<file path="src/rtl/if_prefetch_queue.sv">
// -----------------------------------------------------------------------------
// if_prefetch_queue
//   Instruction-fetch front end for the 5-stage mips32 pipeline. Issues
//   word-addressed requests to a handshaked instruction memory (at most one
//   outstanding), buffers the returned words in a DEPTH-entry FIFO and presents
//   {IR, NPC} pairs to decode through a registered output stage with a
//   valid/ready handshake. A redirect from execute flushes everything and
//   squashes any in-flight fetch.
//
// Ports
//   clk, rst             clock (rising edge), asynchronous active-high reset
//   redirect/_pc         taken branch from execute and its word target
//   imem_req/_addr       fetch request, held with a stable address until gnt
//   imem_gnt             request accepted this cycle
//   imem_rvalid/_rdata   in-order read response, >=1 cycle after its grant
//   ir_valid/_ready      head-of-queue handshake towards decode
//   ir_data/_npc         head instruction and its address + 1 (mod 2^AW)
//
// Optional feature macro: IFQ_HALT_DETECT_EN
//   When defined, pushing a word whose opcode field is 6'b111111 parks the
//   fetch FSM in HALTED (no further requests) until the next redirect.
// -----------------------------------------------------------------------------
module if_prefetch_queue #(
    parameter int DEPTH    = 4,
    parameter int AW       = 10,
    parameter int DW       = 32,
    parameter int RESET_PC = 0
) (
    input  logic          clk,
    input  logic          rst,
    input  logic          redirect,
    input  logic [AW-1:0] redirect_pc,
    output logic          imem_req,
    output logic [AW-1:0] imem_addr,
    input  logic          imem_gnt,
    input  logic          imem_rvalid,
    input  logic [DW-1:0] imem_rdata,
    output logic          ir_valid,
    input  logic          ir_ready,
    output logic [DW-1:0] ir_data,
    output logic [AW-1:0] ir_npc
);

    localparam int PW = $clog2(DEPTH);
    localparam int CW = PW + 1;

`ifdef IFQ_HALT_DETECT_EN
    typedef enum logic [2:0] {S_IDLE, S_REQ, S_WAIT, S_DROP, S_HALT} state_t;
`else
    typedef enum logic [2:0] {S_IDLE, S_REQ, S_WAIT, S_DROP} state_t;
`endif

    state_t         state_q;
    logic [AW-1:0]  pc_q;
    logic           req_q;

    logic [DW+AW-1:0] mem_q [DEPTH];
    logic [PW-1:0]  wptr_q, rptr_q;
    logic [CW-1:0]  fcnt_q, fcnt_d;
    logic [CW-1:0]  total_d;

    logic           irv_q, irv_d;
    logic [DW-1:0]  ird_q;
    logic [AW-1:0]  irn_q;

    logic gnt_ok, push, pop, load, credit_ok;

    // gnt only means something while a request is actually presented
    assign gnt_ok = req_q & imem_gnt;

    // Responses are only accepted in WAIT; in DROP (or after a reset with no
    // grant since) they are silently discarded.
    assign push = (state_q == S_WAIT) & imem_rvalid & ~redirect;
    assign pop  = irv_q & ir_ready & ~redirect;

    // The output register refills from the FIFO when empty or being popped.
    // A push only lands in the FIFO, so a fresh word reaches ir_valid one edge
    // after it is written (no bypass).
    assign load = (fcnt_q != '0) & (~irv_q | pop) & ~redirect;

    assign fcnt_d  = redirect ? '0 : fcnt_q + CW'(push) - CW'(load);
    assign irv_d   = redirect ? 1'b0 : (load | (irv_q & ~pop));

    // Credit covers FIFO plus output register: a request is only issued while
    // a free slot exists, so the single outstanding response can never overflow.
    assign total_d   = fcnt_d + CW'(irv_d);
    assign credit_ok = total_d < CW'(DEPTH);

`ifdef IFQ_HALT_DETECT_EN
    logic halt_word;
    assign halt_word = (imem_rdata[DW-1 -: 6] == 6'b111111);
`endif

    // Fetch FSM; imem_req is registered and re-evaluated on every entry to /
    // stay in REQ against the next-cycle queue occupancy.
    always_ff @(posedge clk or posedge rst) begin
        if (rst) begin
            state_q <= S_IDLE;
            pc_q    <= AW'(RESET_PC);
            req_q   <= 1'b0;
        end else begin
            req_q <= 1'b0;
            if (redirect)
                pc_q <= redirect_pc;
            case (state_q)
                S_IDLE: begin
                    state_q <= S_REQ;
                    req_q   <= credit_ok;
                end
                S_REQ: begin
                    if (redirect) begin
                        // granted-and-redirected fetch is still owed a response
                        if (gnt_ok) state_q <= S_DROP;
                        else        req_q   <= credit_ok;
                    end else if (gnt_ok) begin
                        state_q <= S_WAIT;
                        pc_q    <= pc_q + AW'(1);
                    end else begin
                        req_q <= credit_ok;
                    end
                end
                S_WAIT: begin
                    if (imem_rvalid) begin
`ifdef IFQ_HALT_DETECT_EN
                        if (halt_word && !redirect) begin
                            state_q <= S_HALT;
                        end else begin
                            state_q <= S_REQ;
                            req_q   <= credit_ok;
                        end
`else
                        state_q <= S_REQ;
                        req_q   <= credit_ok;
`endif
                    end else if (redirect) begin
                        state_q <= S_DROP;
                    end
                end
                S_DROP: begin
                    if (imem_rvalid) begin
                        state_q <= S_REQ;
                        req_q   <= credit_ok;
                    end
                end
`ifdef IFQ_HALT_DETECT_EN
                S_HALT: begin
                    if (redirect) begin
                        state_q <= S_REQ;
                        req_q   <= credit_ok;
                    end
                end
`endif
                default: state_q <= S_IDLE;
            endcase
        end
    end

    // Queue control and output stage
    always_ff @(posedge clk or posedge rst) begin
        if (rst) begin
            wptr_q <= '0;
            rptr_q <= '0;
            fcnt_q <= '0;
            irv_q  <= 1'b0;
            ird_q  <= '0;
            irn_q  <= '0;
        end else begin
            fcnt_q <= fcnt_d;
            irv_q  <= irv_d;
            if (redirect) begin
                wptr_q <= '0;
                rptr_q <= '0;
            end else begin
                if (push) wptr_q <= wptr_q + PW'(1);
                if (load) rptr_q <= rptr_q + PW'(1);
            end
            // data/npc only change on a load, so they hold while ir_valid=0
            if (load)
                {ird_q, irn_q} <= mem_q[rptr_q];
        end
    end

    // Storage: pc_q already points at addr+1 while waiting for the response.
    always_ff @(posedge clk) begin
        if (push)
            mem_q[wptr_q] <= {imem_rdata, pc_q};
    end

    assign imem_req  = req_q;
    assign imem_addr = pc_q;
    assign ir_valid  = irv_q;
    assign ir_data   = ird_q;
    assign ir_npc    = irn_q;

endmodule

</file>
<file path="config.mk">
export PLATFORM = sky130hd
export DESIGN_NAME = if_prefetch_queue
export DESIGN_NICKNAME = d
export VERILOG_FILES = /design/src/rtl/if_prefetch_queue.sv
export SDC_FILE = /design/constraint.sdc
export NUM_CORES = 1
export LEC_CHECK = 0
export ABC_CLOCK_PERIOD_IN_PS = 2500
export BUFFER_PORTS_ARGS = -buffer_cell sky130_fd_sc_hd__buf_2
export CAP_MARGIN = 30
export CELL_PAD_IN_SITES_DETAIL_PLACEMENT = 1
export CELL_PAD_IN_SITES_GLOBAL_PLACEMENT = 2
export CORE_MARGIN = 2
export CORE_UTILIZATION = 40
export DETAILED_ROUTE_END_ITERATION = 6
export MAX_ROUTING_LAYER = met4
export PLACE_DENSITY_LB_ADDON = 0.1
export SETUP_SLACK_MARGIN = 0.05
export SLEW_MARGIN = 5
export SYNTH_ARGS = -nofsm -noshare
export SYNTH_HDL_FRONTEND = slang
export SYNTH_SLANG_ARGS = --single-unit
</file>
<file path="constraint.sdc">
create_clock -name clk -period 2.5 [get_ports clk]
set_input_delay 0.5 -clock clk [delete_from_list [all_inputs] [get_ports clk]]
set_output_delay 0.5 -clock clk [all_outputs]
set_load 0.005 [all_outputs]
</file>
==> impl_metrics.py <==
metrics = {
    "run_status": {
        "outcome": "completed",
    },
    "worst_setup_path": {
        "critPathCaptureType": "flip-flop",
        "cp_slowest_cell": "fa_2",
        "required_ps": 2900,
        "crit_type": "reg2reg",
        "crit_buf_inv": 1,
        "crit_family": "adder cells",
        "slowest_delay_ps": 530,
        "cp-start-kind": "flip-flop",
        "cp_common_cell": "ha_4",
        "r2r_slack_ps": 80,
        "path_cells": "or3_4 -> nand2_4 -> nor2_4 -> ha_4 -> inv_2 -> ha_4 -> fa_2 -> nand3b_1 -> a21oi_2 -> xor2_1 -> nor2_1",
        "worst-path-max-fanout": 2,
        "critPathArrivalTime_ps": 2820,
    },
    "floorplan": {
        "die_h_um": 154,
        "start_util": 0.409,
        "dieArea_mm2": 0.0236,
        "rows": 54,
        "core_mm2": 0.0219,
        "die_w_um": 154,
        "io_pins": 102,
    },
    "clock_network": {
        "cts_buffer_depth": 3,
        "htreeDepth": 1,
        "cts_buffers": 25,
        "cts_tree": "yes",
        "clk_pin_slew_ps": 60,
        "clock_latency_ps": 520,
        "cts_sinks": 231,
        "clockRootBuffer": "clkbuf_16",
    },
    "logic_synthesis": {
        "synth_ff_type": "edfxtp_1",
        "synthTopCellsByArea": "edfxtp_1 56%, dfrtp_1 18%, mux4_2 11%",
        "synth_top_area_share": 0.563,
        "synth_edf_count": 168,
        "syn_area_per_cell_um2": 20.9,
        "synth_compound_area_frac": 0.00726,
        "ys_seq_area_frac": 0.739,
        "yosys_register_bits": 231,
        "synth_cell_types": 32,
        "synth_xor_xnor_area_share": 0.0154,
        "async_flop_share": 0.273,
        "yosys.area.top_type": "edfxtp_1",
        "synthAdderAreaFrac": 0.0120,
        "netlist_area_mm2": 0.00896,
        "synthCells": 428,
        "synth_nets": 484,
        "ys_warn_count": 0,
        "yosys.area_share.simple": 0.0306,
        "synthMuxAreaShare": 0.177,
        "synth_top_family_by_area": "multiplexers",
    },
    "global_route": {
        "grt_pass1_vias": 5012,
        "antenna_found_initial": 0,
        "grtUsageTotal": 0.166,
        "grt_max_degree": 49,
        "grt.overflow.total": 0,
        "grt_pass1_wl_um": 29200,
    },
    "drt": {
        "first_pass_iters": 4,
        "via_per_inst": 5.08,
        "wl_per_cell_um": 21.5,
        "ant_nets": 0,
        "remaining_drc_errors": 0,
        "wl_um": 18500,
        "drt-initial-drc-count": 188,
        "dr_total_vias": 4367,
    },
    "sta": {
        "period_needed_ps": 2420,
        "setup_tns_ps": 0,
        "hold_viol": 0,
        "rsz0062_at_grt": "true",
        "fin_crit_sh": 0.968,
        "setup_violations": 0,
        "setup_slack_ps": 79.8,
        "hold-worst-slack_ps": 192,
        "relSlewSlack": 0.371,
        "timing.fmax_ghz": 0.413,
        "tightest_slew_ps": 944,
        "worst_clock_skew_ps": 23.7,
        "slew_viol_final": 0,
    },
    "layout": {
        "fill_cells": 2014,
        "syn_to_final_growth_pct": 22.3,
        "stdcell_area_mm2": 0.0110,
        "diodes": 0,
        "final_nets": 616,
        "drive_gt1_frac": 0.456,
        "final_core_util": 0.501,
    },
    "placed_design": {
        "portBuffers": 101,
        "place_congestion": 0.769,
        "place.detailed.hpwl_um": 11200,
        "place_area_mm2": 0.0100,
        "pre_cts_ws_ps": 41.0,
    },
    "power": {
        "ir_drop_uv": 570,
        "power_per_cell_area_mw_per_mm2": 1070,
        "p_leak_nw": 4.05,
    },
    "hold_path": {
        "hold_path_class": "in2reg",
    },
    "run": {
        "maxCapViolations": 0,
    },
}
[power breakdown]
group | internal, mW | switching, mW | total, mW
clock network | 2.64 | 1.49 | 4.13
registers | 4.59 | 0.373 | 4.97
logic | 1.61 | 1.06 | 2.67
[per-layer routing]
| layer | global-route usage | part of all wire |
|---|---|---|
| met1 | 0.206 | 0.42 |
| met5 | - | 0 |
| met4 | 0.0380 | 0.017 |
| met2 | 0.288 | 0.52 |
| met3 | 0.0276 | 0.041 |
[worst reg2reg max path: cells and delay by family (launching register included)]
family,cells,cell delay (ps)
xor+xnor,1,150
flops,1,380
fa+ha+maj,3,930
compound gates,1,130
buf+inv,1,30
simple gates,5,690
[registers in the layout, indices dropped and copies added (netlist names)]
signal / cells
ir_data: 32
state_q: 2
mem_q: 168
imem_addr: 10
wptr_q: 2
ir_valid: 1
rptr_q: 2
fcnt_q: 3
ir_npc: 10
imem_req: 1
[area by class of cell]
cell class	instances	area (um^2)	share of cell area
multi-input combinational	170	2210	0.201
timing repair buffer	123	811	0.0740
clock buffer	31	678	0.0619
sequential	231	6630	0.604
inverter	9	35.0	0.00320
tap	280	350	0.0320
clock inverter	15	254	0.0232
[through the flow]
stage	instances	power, mW
5_1_grt	859	12.3
6_report	859	11.8
3_5_place_dp	810	7.77
3_3_place_gp	810	7.67
4_1_cts	859	12.0
2_1_floorplan	428	6.84
[synthesized netlist by cell type (3+ instances only)]
| cell | number |
|---|---|
| nand2b_1 | 3 |
| mux4_2 | 42 |
| nor2_1 | 8 |
| dfrtp_1 | 63 |
| buf_6 | 9 |
| edfxtp_1 | 168 |
| nand2_1 | 13 |
| nand3_1 | 3 |
| inv_1 | 9 |
| and2_1 | 4 |
| clkbuf_1 | 8 |
| o21ai_0 | 11 |
| mux2_2 | 3 |
| nand4_1 | 3 |
| mux2_4 | 39 |
| xnor2_1 | 8 |
| ha_1 | 7 |
| nor3_1 | 5 |
| xor2_1 | 5 |
[kinds of logic (layout without fill, tap and decap cells)]
group                    count (synthesis)  in the layout
multiplexers                            86             86
flip-flops                             231            231
buffers and inverters                   27            178
XOR/XNOR                                14             14
AO/OA/AOI/OAI                           13             13
adder cells (fa/ha/maj)                  8              8
AND/OR/NAND/NOR                         49             49
[cells in the final DEF (no fill, tap or decap), types with 2 or more instances in the layout]
master / n
and2_2: 4
buf_12: 11
buf_2: 101
buf_4: 10
bufinv_16: 7
clkbuf_1: 3
clkbuf_16: 25
clkbuf_8: 3
clkinv_1: 2
clkinv_2: 5
dfrtp_1: 61
edfxtp_1: 168
ha_1: 5
ha_4: 2
inv_1: 7
mux2_2: 3
mux2_4: 39
mux2i_1: 2
mux4_2: 42
nand2_1: 13
nand2b_1: 3
nand3_1: 3
nand3b_1: 2
nand4_1: 3
nor2_1: 7
nor2b_1: 2
nor3_1: 5
o21ai_0: 11
xnor2_1: 8
xor2_1: 5
[path summary, 6_finish.rpt]
check	startpoint	depth (start not counted)	to
max	fcnt_q[0]	11	imem_req
min	imem_rdata[20]	1	mem_q[2][30]
min in group asynchronous	rst	3	ir_data[8]
max in group asynchronous	rst	4	rptr_q[1]
max reg2reg	fcnt_q[0]	11	imem_req
min reg2reg	ir_data[28]	1	ir_data[28]
[repair_timing]
| item | CTS | global route |
|---|---|---|
| buffers inserted | 2 | 0 |
| setup endpoints to repair | 1 | 1 |
| hold endpoints to repair | 15 | 0 |
| resized for setup | 0 | 2 |
| hold buffers | 1 | 0 |
Power figures use the tool's default switching activity.
